## config.mk

```make
export PLATFORM = sky130hd
export DESIGN_NAME = uart_tx_ctrl
export DESIGN_NICKNAME = d
export VERILOG_FILES = /design/src/rtl/uart_tx_ctrl.sv
export SDC_FILE = /design/constraint.sdc
export NUM_CORES = 1
export LEC_CHECK = 0
export ABC_CLOCK_PERIOD_IN_PS = 3940
export CAP_MARGIN = 40
export CORE_MARGIN = 2
export CORE_UTILIZATION = 50
export CTS_CLUSTER_DIAMETER = 80
export DETAILED_ROUTE_END_ITERATION = 10
export PLACE_DENSITY_LB_ADDON = 0.3
export SYNTH_ARGS = -nofsm -noshare
export SYNTH_HDL_FRONTEND = slang
export SYNTH_SLANG_ARGS = --single-unit
```

## constraint.sdc

```tcl
create_clock -name clk -period 3.94 [get_ports clk]
set_input_delay 0.985 -clock clk [delete_from_list [all_inputs] [get_ports clk]]
set_output_delay 0.985 -clock clk [all_outputs]
set_load 0.02 [all_outputs]
```

## src/rtl/uart_tx_ctrl.sv

```systemverilog
// rtl/uart_tx_ctrl.sv - UART transmit framer driving a shift_reg serializer
// Define UART_TX_PARITY_EN to insert an even-parity bit between data and stop.
module uart_tx_ctrl #(
  parameter int CLKS_PER_BIT = 16
) (
  input  logic       clk,
  input  logic       clr,
  input  logic       start,
  input  logic [7:0] Data_in,
  input  logic       tx_data,
  output logic       load,
  output logic       shift,
  output logic [7:0] Data,
  output logic       tx,
  output logic       busy,
  output logic       done
);
  localparam int            BW        = $clog2(CLKS_PER_BIT);
  localparam logic [BW-1:0] BAUD_LAST = BW'(CLKS_PER_BIT - 1);

  typedef enum logic [2:0] {
    S_IDLE,
    S_START,
    S_DATA,
    S_STOP
`ifdef UART_TX_PARITY_EN
    , S_PARITY
`endif
  } state_t;

  state_t        state_q;
  logic [BW-1:0] baud_q;
  logic [2:0]    bit_q;
  logic [7:0]    data_q;
  logic          bit_end;

  assign bit_end = (baud_q == BAUD_LAST);

  always_ff @(posedge clk or negedge clr) begin
    if (!clr) begin
      state_q <= S_IDLE;
      baud_q  <= '0;
      bit_q   <= '0;
      data_q  <= '0;
    end else begin
      if (state_q != S_IDLE) begin
        baud_q <= bit_end ? '0 : baud_q + BW'(1);
      end
      case (state_q)
        S_IDLE: begin
          if (start) begin
            data_q  <= Data_in;
            baud_q  <= '0;
            bit_q   <= '0;
            state_q <= S_START;
          end
        end
        S_START: begin
          if (bit_end) begin
            bit_q   <= '0;
            state_q <= S_DATA;
          end
        end
        S_DATA: begin
          if (bit_end) begin
            bit_q <= bit_q + 3'd1;
            if (bit_q == 3'd7) begin
`ifdef UART_TX_PARITY_EN
              state_q <= S_PARITY;
`else
              state_q <= S_STOP;
`endif
            end
          end
        end
`ifdef UART_TX_PARITY_EN
        S_PARITY: begin
          if (bit_end) state_q <= S_STOP;
        end
`endif
        S_STOP: begin
          if (bit_end) state_q <= S_IDLE;
        end
        default: state_q <= S_IDLE;
      endcase
    end
  end

  // Load on the first START cycle so shift_reg holds bit 0 before DATA begins.
  always_comb begin
    tx    = 1'b1;
    load  = 1'b0;
    shift = 1'b0;
    done  = 1'b0;
    case (state_q)
      S_START: begin
        tx   = 1'b0;
        load = (baud_q == '0);
      end
      S_DATA: begin
        tx    = tx_data;
        shift = bit_end;
      end
`ifdef UART_TX_PARITY_EN
      S_PARITY: tx = ^data_q;
`endif
      S_STOP:  done = bit_end;
      default: ;
    endcase
  end

  assign busy = (state_q != S_IDLE);
  assign Data = data_q;

endmodule

```

# Yosys cells after proc, flatten, opt, wreduce, memory -nomap -nowiden
# Cells that the tools add are included.
# totals
in_bits,12
register_bits,18
elab_cells,40
# op_classes
n_addsub,2
mux,17
n_eq_ne,10
n_reduce_logical,7
# ops
op,count
$mux 3,7
$mux 4,4
$pmux 3 s4,1
$ne 2x2->1 const B,5
$pmux 3 s3,1
$eq 3x2->1 const B,2
$reduce_bool 3->1,2
$reduce_and 5->1,1
$add 4x1->4 const B,1
$eq 4x4->1 const B,1
$logic_not 4->1,1
$reduce_and 4->1,1
$add 3x1->3 const B,1
$eq 3x1->1 const B,1
$eq 3x3->1 const B,1
$logic_not 3->1,1
$mux 1,3
$pmux 1 s2,1
$reduce_and 2->1,1

# Longest topological paths before layout
# depth
depth_word,5
ltp_mapped,6
depth_no_buf,5

# Least setup slack after synthesis
# OpenSTA, ideal clock, no wires.
# synth_timing
kind,reg-to-output
startpoint,register state_q[0]
endpoint,output tx
path_buffers,1
required_ns,2.955
arrival_ns,1.369
path_slack_ns,1.586
path_stages_with_launch,5
path_cell_list,dfrtp_1 inv_1 ha_1 clkbuf_1 o21ai_0
# synth_via
elab_chain_cells,2
word_cells_on_any_way,3
# synth_lines
element,line_no,rtl
"start, declared",31,state_t state_q;
"start signal, assigned",41,state_q <= S_IDLE;
"start signal, assigned",55,state_q <= S_START;
"start signal, assigned",61,state_q <= S_DATA;
$eq 3x2->1 / $eq 3x1->1 (equally long branches),95,case (state_q)
$pmux 1 s2 (*),95,
"end, declared",14,"output logic tx,"
# Mark *: on every way between the ends. The rest lies on a longest branch, timed or not.

# Final worst setup path
# layout_timing
startpoint,input tx_data
endpoint,output tx
# layout_via
elab_chain_cells,1
# layout_lines
element,line_no,rtl
"start, declared",10,"input logic tx_data,"
$pmux 1 s2,95,
# Every way passes these cells.

==> run metrics <==
outcome complete, no violations; TritonCTS clock tree built; P&R area growth vs syn 31.9%; Clk Latency, worst-skew pair 0.30 ns; Antenna Cells 0; reg2reg setup slack 1.89 ns; flops & latches, synth 17; Fin. Hold Viols 0; Hold WC Path Type reg2reg; synthesized area per cell 10.6 sq um; gr busiest metal met2; Least-Margin Pin Slew 0.726 ns; largest net degree at the start of global routing 18; post-synthesis sequential area ratio 46.5%; total CTS buffers 3; vias 713; # DRC 0; period utilization 80.5%; Clock transition at path regs 0.10 ns; commonest non-fill, non-tap cells in the layout 24 x clkdlybuf4s50_1, 17 x dfrtp_1, 11 x inv_1; Max Transition Viols Final 0; root buf cell clkbuf_4; Reg area 425 sq um; layout cells sized above 1 12.5%; Layout Skew 0.00498 ns; crit-path cells clkdlybuf4s50_1 > nand2_1 > o21ai_0 > clkdlybuf4s50_1; post-synth cell types 27; Max clock buf depth 2; post-layout net count 133; crit path launch tx_data; Ports 25; Worst EP required 2.95 ns; met3 Resource Use GR 3.46%; Post-Syn Instances 86; Finish-stage setup viols 0; CP max FO 1; Max VDD drop 0.000425 V; # clock sinks 17; Max Freq 315 MHz; Detail Route Antenna Nets 0; Worst setup endpoint tx; Post-Syn Area 915 sq um; cell mode on critical path clkdlybuf4s50_1; max-cap check violation count 0; Max-slew headroom 51.4%; buffers and inverters on the worst path 2; initial antenna violation count 0; Tot GR Track Use 19.0%; critical path class in2out; GRT met1 Usage 24.4%; DR pass1 iterations 4; Top delay family on crit path buffers and inverters; Worst R2R End state_q[1]; area leader, netlist dfrtp_1; Chip Width 46.8 um; DR iter-0 viols 7; placer congestion estimate 0.823; pwr dens 805 nW/um^2; Worst path depth 4; HPWL Detailed 1340 um; Initial Util 53.0%; dominant cells by area after synthesis dfrtp_1 47%, ha_1 11%, mux2_2 9.8%; number of global-route vias before repair 692; gr ovfl total 0; Critical-path top delay cell clkdlybuf4s50_1; critical register-to-register path startpoint state_q[0]; reg2reg path depth 5; Yosys top cell area share 46.5%; Crit. End Element primary output; total die area 2190 sq um; routed len/inst 13.0 um; unrepaired setup endpoints after global routing no; CTS-repair resized insts 0; number of hold buffers added after cts 0; Post-Syn Nets 106; met2 usage 32.1%; Post-Route WL 1780 um; leading cell type in the layout, fill and taps excluded clkdlybuf4s50_1; first-pass GRT wire length 2890 um; fin crit period 3.17 ns; Synth Warn # 0; area of the multi-input gates 440 sq um; Filler Cell Count 137; site row count 15; post-layout util 69.9%; crit start category input port; Vias per Instance 5.20; Setup TNS Final 0 ns; critical path arrival 2.19 ns; largest incremental delay on the critical path 0.62 ns; core area 1730 sq um; H-Tree Depth 1; Leakage Power 0.523 nW; Post-CTS Setup Inserts 0; IO Port Bufs 24; Die H 46.8 um
==> layout make-up <==
cell class	count	share of cell area, %
Multi-Input combinational cell	56	36.5
Sequential cell	17	35.3
Timing Repair Buffer	24	19.9
Inverter	11	3.42
Tap cell	25	2.59
Clock buffer	3	1.87
Clock inverter	1	0.415
==> registers in the layout, indices dropped and copies added (netlist names) <==
name / count
Data: 8
baud_q: 4
bit_q: 3
state_q: 2
==> synthesized netlist by cell type, drive strengths merged <==
cell type,count
nor3,2
or4,1
a31oi,1
nand2b,1
o211ai,3
clkbuf,2
and2,2
a21oi,4
inv,11
nand4,3
nor2b,1
ha,8
or3,1
nand3,4
o2bb2ai,1
a211oi,1
a2bb2oi,1
o21ai,2
o22ai,1
nor2,1
and3,1
xnor2,1
dfrtp,17
nand2,6
a221oi,1
mux2,9
==> cells by family (layout without fill, tap and decap cells) <==
kind of cell	count (synthesis)	in the layout	synth area share (%)
mux	9	9	11.1
flops	17	17	46.5
fa+ha+maj	8	8	10.9
xor+xnor	1	1	0.958
simple gates	23	23	13.7
compound gates	15	15	11.5
buf+inv	13	39	5.34
==> through the flow <==
| step | hold slack, ns | power [mW] | worst slack (ns) | instance area (sq um) | instances |
|---|---|---|---|---|---|
| detailed placement | 0.494 | 0.879 | 0.759 | 1180 | 133 |
| global placement | 0.488 | 0.856 | 0.776 | 1180 | 133 |
| finish | 0.516 | 0.971 | 0.767 | 1210 | 137 |
| global route | 0.532 | 1.05 | 0.711 | 1210 | 137 |
| CTS | 0.518 | 0.977 | 0.760 | 1210 | 137 |
| floorplan | 0.489 | 0.682 | 1.59 | 915 | 86 |
==> how the worst min path moves through the flow <==
stage / start / end / slack [ns] / cells past startpoint
final: Data[7] / Data[7] / 0.52 / 1
after global routing: Data[4] / Data[4] / 0.53 / 1
after CTS: Data[4] / Data[4] / 0.52 / 1
after detailed placement: Data[4] / Data[4] / 0.49 / 1
after global placement: Data[1] / Data[1] / 0.49 / 1
after floorplan: baud_q[0] / baud_q[0] / 0.49 / 1
==> report_power, final <==
group / switching, mW / internal (mW)
Combinational: 0.272 / 0.271
Sequential: 0.0691 / 0.263
Clock: 0.0590 / 0.0378
==> routing by layer <==
layer  part of all wire, %  up-vias  routed length [um]
met5                     0        -                   0
li1                      -      355                   -
met3                   2.7        4                  49
met1                    47      341                 832
met2                    49       13                 874
met4                   1.6        0                  28
(Power assumes the default switching activity.)
